**src/rtl/hilo_mdu_ctrl_pkg.sv**
```systemverilog
// hilo_mdu_ctrl_pkg
// Shared definitions for the EX-stage multiply/divide controller:
//   - MDU_OP_* op_code encodings (0 = no MDU op)
//   - controller state encoding
//   - stall and divider start/stop level constants
//   - helper that decodes the signedness of an op_code
package hilo_mdu_ctrl_pkg;

    localparam logic [2:0] MDU_OP_NONE  = 3'd0;
    localparam logic [2:0] MDU_OP_MULT  = 3'd1;
    localparam logic [2:0] MDU_OP_MULTU = 3'd2;
    localparam logic [2:0] MDU_OP_DIV   = 3'd3;
    localparam logic [2:0] MDU_OP_DIVU  = 3'd4;
    localparam logic [2:0] MDU_OP_MTHI  = 3'd5;
    localparam logic [2:0] MDU_OP_MTLO  = 3'd6;

    typedef enum logic [1:0] {
        MDU_IDLE     = 2'd0,
        MDU_MUL_WAIT = 2'd1,
        MDU_DIV_RUN  = 2'd2,
        MDU_DONE     = 2'd3
    } mdu_state_t;

    localparam logic STOP      = 1'b1;
    localparam logic NO_STOP   = 1'b0;
    localparam logic DIV_START = 1'b1;
    localparam logic DIV_STOP  = 1'b0;

    // MULT and DIV are the signed flavours; everything else is unsigned.
    function automatic logic is_signed_op(input logic [2:0] op);
        return (op == MDU_OP_MULT) || (op == MDU_OP_DIV);
    endfunction

endpackage

```
**src/rtl/hilo_reg.sv**
```systemverilog
// hilo_reg
// HI/LO architectural register pair with independent write enables.
// Writes land on the clock edge and are visible the following cycle.
// Ports:
//   clk, rst        clock, synchronous active-high reset (clears HI and LO)
//   hi_we, hi_wd    HI write enable / data
//   lo_we, lo_wd    LO write enable / data
//   hi, lo          current register contents
module hilo_reg #(
    parameter int DATA_W = 32
) (
    input  logic              clk,
    input  logic              rst,
    input  logic              hi_we,
    input  logic [DATA_W-1:0] hi_wd,
    input  logic              lo_we,
    input  logic [DATA_W-1:0] lo_wd,
    output logic [DATA_W-1:0] hi,
    output logic [DATA_W-1:0] lo
);

    // NOTE: sequential state uses <= so every register samples pre-edge values.
    always_ff @(posedge clk) begin
        if (rst) begin
            hi <= '0;
            lo <= '0;
        end else begin
            if (hi_we) hi <= hi_wd;
            if (lo_we) lo <= lo_wd;
        end
    end

endmodule

```
**src/rtl/hilo_mdu_ctrl.sv**
```systemverilog
// hilo_mdu_ctrl
// Sequencing controller for the EX-stage multiply/divide resources.
// Issues MULT/MULTU to a fixed-latency mul core and DIV/DIVU to a
// start/ready div core, owns HI/LO, stalls EX while a long op is
// outstanding, handles flush (annul) and ignores a held instruction that
// has already completed (DONE) until EX advances.
// Ports:
//   clk, rst                      clock, synchronous active-high reset
//   op_valid, op_code             MDU op presented by EX
//   op_src1, op_src2              rs / rt operand values
//   ex_advance                    EX loads a new instruction this cycle
//   flush                         discard the in-flight op
//   stallreq_o, busy_o            EX hold request, state != IDLE
//   hi_o, lo_o                    HI/LO registers
//   mul_signed_o, mul_ina_o/inb_o mul core operands; mul_result_i {hi,lo}
//   div_start_o, div_annul_o      div core control
//   div_signed_o, div_opdata*_o   div core operands
//   div_ready_i, div_result_i     div core completion, {remainder,quotient}
module hilo_mdu_ctrl
    import hilo_mdu_ctrl_pkg::*;
#(
    parameter int DATA_W  = 32,
    parameter int MUL_LAT = 1
) (
    input  logic                clk,
    input  logic                rst,
    input  logic                op_valid,
    input  logic [2:0]          op_code,
    input  logic [DATA_W-1:0]   op_src1,
    input  logic [DATA_W-1:0]   op_src2,
    input  logic                ex_advance,
    input  logic                flush,
    output logic                stallreq_o,
    output logic                busy_o,
    output logic [DATA_W-1:0]   hi_o,
    output logic [DATA_W-1:0]   lo_o,
    output logic                mul_signed_o,
    output logic [DATA_W-1:0]   mul_ina_o,
    output logic [DATA_W-1:0]   mul_inb_o,
    input  logic [2*DATA_W-1:0] mul_result_i,
    output logic                div_start_o,
    output logic                div_annul_o,
    output logic                div_signed_o,
    output logic [DATA_W-1:0]   div_opdata1_o,
    output logic [DATA_W-1:0]   div_opdata2_o,
    input  logic                div_ready_i,
    input  logic [2*DATA_W-1:0] div_result_i
);

    localparam int CNT_W = (MUL_LAT < 2) ? 1 : $clog2(MUL_LAT + 1);

    mdu_state_t        state;
    logic [CNT_W-1:0]  cnt;
    logic [DATA_W-1:0] src1_q;
    logic [DATA_W-1:0] src2_q;
    logic              signed_q;

    logic              issue_mul;
    logic              issue_div;
    logic              complete;
    logic              hi_we;
    logic              lo_we;
    logic [DATA_W-1:0] hi_wd;
    logic [DATA_W-1:0] lo_wd;
    logic              use_live;
    logic              live_signed;

    // Stall, start and HI/LO writes must react in the issue cycle itself,
    // so they are decoded combinationally from state and the presented op.
    always_comb begin
        // NOTE: every output of this block gets a default first; no latches.
        stallreq_o  = NO_STOP;
        div_start_o = DIV_STOP;
        div_annul_o = 1'b0;
        issue_mul   = 1'b0;
        issue_div   = 1'b0;
        complete    = 1'b0;
        hi_we       = 1'b0;
        lo_we       = 1'b0;
        hi_wd       = '0;
        lo_wd       = '0;
        if (!rst) begin
            if (flush) begin
                div_annul_o = (state == MDU_DIV_RUN);
            end else begin
                unique case (state)
                    MDU_IDLE: begin
                        if (op_valid) begin
                            case (op_code)
                                MDU_OP_MULT, MDU_OP_MULTU: begin
                                    stallreq_o = STOP;
                                    issue_mul  = 1'b1;
                                end
                                MDU_OP_DIV, MDU_OP_DIVU: begin
                                    // Divide by zero: leave HI/LO alone, no core run.
                                    if (op_src2 != '0) begin
                                        stallreq_o  = STOP;
                                        div_start_o = DIV_START;
                                        issue_div   = 1'b1;
                                    end else begin
                                        complete = 1'b1;
                                    end
                                end
                                MDU_OP_MTHI: begin
                                    hi_we    = 1'b1;
                                    hi_wd    = op_src1;
                                    complete = 1'b1;
                                end
                                MDU_OP_MTLO: begin
                                    lo_we    = 1'b1;
                                    lo_wd    = op_src1;
                                    complete = 1'b1;
                                end
                                default: complete = 1'b1;
                            endcase
                        end
                    end
                    MDU_MUL_WAIT: begin
                        if (cnt == CNT_W'(1)) begin
                            hi_we    = 1'b1;
                            lo_we    = 1'b1;
                            hi_wd    = mul_result_i[2*DATA_W-1:DATA_W];
                            lo_wd    = mul_result_i[DATA_W-1:0];
                            complete = 1'b1;
                        end else begin
                            stallreq_o = STOP;
                        end
                    end
                    MDU_DIV_RUN: begin
                        if (div_ready_i) begin
                            hi_we    = 1'b1;
                            lo_we    = 1'b1;
                            hi_wd    = div_result_i[2*DATA_W-1:DATA_W];
                            lo_wd    = div_result_i[DATA_W-1:0];
                            complete = 1'b1;
                        end else begin
                            stallreq_o  = STOP;
                            div_start_o = DIV_START;
                        end
                    end
                    MDU_DONE: ;
                    default: ;
                endcase
            end
        end
    end

    always_ff @(posedge clk) begin
        if (rst) begin
            // NOTE: operand latches are reset too so the core inputs are
            // deterministic out of reset, not only the state register.
            state    <= MDU_IDLE;
            cnt      <= '0;
            src1_q   <= '0;
            src2_q   <= '0;
            signed_q <= 1'b0;
        end else if (flush) begin
            state <= MDU_IDLE;
        end else begin
            if (issue_mul || issue_div) begin
                src1_q   <= op_src1;
                src2_q   <= op_src2;
                signed_q <= live_signed;
            end
            if (issue_mul) begin
                cnt   <= CNT_W'(MUL_LAT);
                state <= MDU_MUL_WAIT;
            end else if (issue_div) begin
                state <= MDU_DIV_RUN;
            end else if (complete) begin
                state <= ex_advance ? MDU_IDLE : MDU_DONE;
            end else if (state == MDU_DONE && ex_advance) begin
                state <= MDU_IDLE;
            end
            if (state == MDU_MUL_WAIT) begin
                cnt <= cnt - CNT_W'(1);
            end
        end
    end

    // Cores see the live operands in the issue cycle, latched ones afterwards.
    assign use_live      = (state == MDU_IDLE);
    assign live_signed   = is_signed_op(op_code);
    assign mul_signed_o  = use_live ? live_signed : signed_q;
    assign mul_ina_o     = use_live ? op_src1 : src1_q;
    assign mul_inb_o     = use_live ? op_src2 : src2_q;
    assign div_signed_o  = use_live ? live_signed : signed_q;
    assign div_opdata1_o = use_live ? op_src1 : src1_q;
    assign div_opdata2_o = use_live ? op_src2 : src2_q;
    assign busy_o        = (state != MDU_IDLE);

    hilo_reg #(.DATA_W(DATA_W)) u_hilo_reg (
        .clk   (clk),
        .rst   (rst),
        .hi_we (hi_we),
        .hi_wd (hi_wd),
        .lo_we (lo_we),
        .lo_wd (lo_wd),
        .hi    (hi_o),
        .lo    (lo_o)
    );

endmodule

```
**config.mk**
```make
export PLATFORM = sky130hd
export DESIGN_NAME = hilo_mdu_ctrl
export DESIGN_NICKNAME = d
export VERILOG_FILES = /design/src/rtl/hilo_mdu_ctrl_pkg.sv /design/src/rtl/hilo_reg.sv /design/src/rtl/hilo_mdu_ctrl.sv
export SDC_FILE = /design/constraint.sdc
export NUM_CORES = 1
export LEC_CHECK = 0
export CORE_AREA = 2 2 154 156
export DETAILED_ROUTE_END_ITERATION = 10
export DIE_AREA = 0 0 156 158
export PLACE_DENSITY = 0.8
export SLEW_MARGIN = 20
export SYNTH_ARGS = -nofsm -noshare
export SYNTH_HDL_FRONTEND = slang
export SYNTH_SLANG_ARGS = --single-unit
```
**constraint.sdc**
```tcl
create_clock -name clk -period 2.4 [get_ports clk]
set_input_delay 0.36 -clock clk [delete_from_list [all_inputs] [get_ports clk]]
set_output_delay 0.36 -clock clk [all_outputs]
set_load 0.05 [all_outputs]
```
==> results.ini <==
[route]
avgViaCountPerCell = 6.19
wl_per_cell_um = 22.0
totalWireLength_um = 38700
vias = 10901
initialDrtViolationCount = 1113
drt.antenna.violating_nets = 0
drcViolationCount = 0
first_pass_iters = 6

[hold_path]
whs_endpoint = cnt
hp-class = input pin to flop
hp-start = rst
holdPathStages = 2

[yosys]
synth_compound_area_share_pct = 29.3
synth-adder-area-share_pct = 0
syn_avg_cell_area_um2 = 7.75
ys_warn_count = 0
synth_xor_area_share_pct = 0.0959
synth_top_family_by_area = compound AO/OA/AOI/OAI gates
syn_inst = 1179
synth_area_um2 = 9130
synth_fp_nets = 1380
synth_cell_type_count = 41
synth-seq-area-share_pct = 28.9
synthMuxAreaShare_pct = 0.219
synth-simple-area-share_pct = 28.1
synth_seq_cells = 132

[final_layout]
final_cell_count_no_fill = 1761
antenna_cells = 0
final_cell_mix = nand2_1 (266), clkdlybuf4s50_1 (251), buf_12 (151)
layout_commonest_cell = nand2_1
utilization_pct = 65.6
fill_cells = 1832
layout.nets = 1660
layout-drive-gt1-share_pct = 18.9
final_area_um2 = 15100
area_growth_pct = 65.6

[global_route]
grt_pass1_vias = 10271
antenna_found_initial = 0
grt_usage_pct = 29.6
grt_overflow = 0
grt_max_degree = 85
grt_pass1_wl_um = 57400

[run]
max_cap_viol_count = 0

[power]
p_leak_nw = 5.72
finalPower_mw = 7.90
ir_drop_uv = 421
p_per_area_nw_per_um2 = 522

[clock_tree]
cts_max_level = 4
root_buffer = clkbuf_16
cts_tree = yes
numCtsBuffers = 17
insertion_delay_ns = 0.42
cts_buffer_depth = 2
clk_pin_slew_worst_paths_ns = 0.06
cts_hold_buf = 0
cts.sinks = 132

[critical_path]
cp.required_ns = 2.04
cpLargestDelayFamily = simple AND/OR/NAND/NOR gates
r2r_cells = 6
critPathKind = input pin to primary output
cp-start-kind = input pin
slowest_delay_ns = 0.45
end_kind = primary output
worst_r2r_startpoint = state[0]
critPathBufInv = 2
cpMaxStageDelayCell = clkdlybuf4s50_1
crit_path_start = op_src2[8]
critPathArrivalTime_ns = 2.00
crit_fanout = 3
r2r_slack_ns = 0.51
rr_endpoint = src2_q[7]
worstPathCellList = clkdlybuf4s50_1, nor4_1, nand4_1, o21ai_2, or2_4, a31oi_2, buf_12

[die]
core_area_um2 = 23100
die_w_um = 156
die_h_um = 158
initial_core_util_pct = 39.6
ios = 399
die-area_um2 = 24600
rows = 56

[timing]
setup_viol = 0
skew_ns = 0.00960
final.min_clock_period_ns = 2.36
final.setup.tns_ns = 0
worst_slack_ns = 0.0414
post-route-period-util_pct = 98.3
tightest_slew_ns = 0.834
fmaxAchievable_ghz = 0.424
relSlewSlack_pct = 44.4
finalHoldViolations = 0
fin_hold_ws_ns = 0.330
slew_viol_final = 0

[placement]
detailed_place_hpwl_um = 26600
dpl_cell_area_um2 = 14400
gp_congestion = 0.982
dp_slack_ns = -0.176
io_buffers = 398
dp_cells = 1723

[run_status]
status = complete, no violations

## final cells by class
type,instances,area (um^2),area share [%]
tap,290,363,2.40
multi-input combinational,831,5380,35.5
inverter,5,23.8,0.157
clock inverter,12,154,1.02
timing repair buffer,472,6110,40.4
clock buffer,19,453,2.99
sequential,132,2650,17.5
## flip-flops by register name (all words and copies together), names as in the netlist
signal         flops
u_hilo_reg.lo     32
signed_q           1
state              2
src2_q            32
src1_q            32
cnt                1
u_hilo_reg.hi     32
## worst max path at each step
stage	to	slack (ns)	depth (start not counted)
global route	stallreq_o	-0.01	7
floorplan	mul_ina_o[13]	0.02	8
detailed placement	stallreq_o	-0.18	8
global placement	stallreq_o	-0.08	8
CTS	stallreq_o	0.007	7
finish	stallreq_o	0.04	7
## cell families after synthesis
logic type | after synthesis
AOI/OAI and AO/OA | 339
xor gates and xnor gates | 1
muxes | 2
DFF | 132
buffers and inverters | 216
and+or+nand+nor | 489
## per-layer routing
layer	vias to the layer above	global-route usage, %	wire length (um)
met1	5166	35.9	14300
met3	123	6.98	3440
met5	-	0	0
met4	0	13.5	1790
met2	657	49.7	19100
li1	4955	-	-
## where the power goes
part	internal, mW	switching (mW)
registers	2.28	0.0730
clock network	1.69	1.04
logic	1.26	1.56
## cells in the mapped netlist (all sizes together)
master	instances	area (um^2)
and4b	2	20.0
nand4b	64	561
o2111a	1	11.3
dfxtp	132	2640
nor2b	2	12.5
or2	2	12.5
a21oi	68	344
buf	130	903
and4	1	8.76
nor3b	64	480
nand4	2	12.5
mux2i	2	20.0
a31oi	4	25.0
nand3	66	330
a32o	64	641
nor2	6	25.0
o22a	2	17.5
nand2b	2	12.5
xnor2	1	8.76
o211ai	66	516
or3b	1	11.3
o22ai	1	6.26
o21ai	2	10.0
inv	5	18.8
nor3	1	10.0
and3	1	6.26
clkbuf	81	304
a32oi	65	569
o31ai	64	515
a2111o	1	11.3
or3	1	11.3
a211oi	1	7.51
nand2	266	998
nor4	8	50.1
## what timing repair did
item / CTS / global route
buffers inserted: 5 / 2
gates resized for setup: 9 / 18
gates cloned: 0 / 0
setup endpoints to repair: 8 / 82
endpoints found under the hold margin: 0 / 0
pin swaps: 3 / 10
Note: power is estimated with default switching activity, not from simulation.
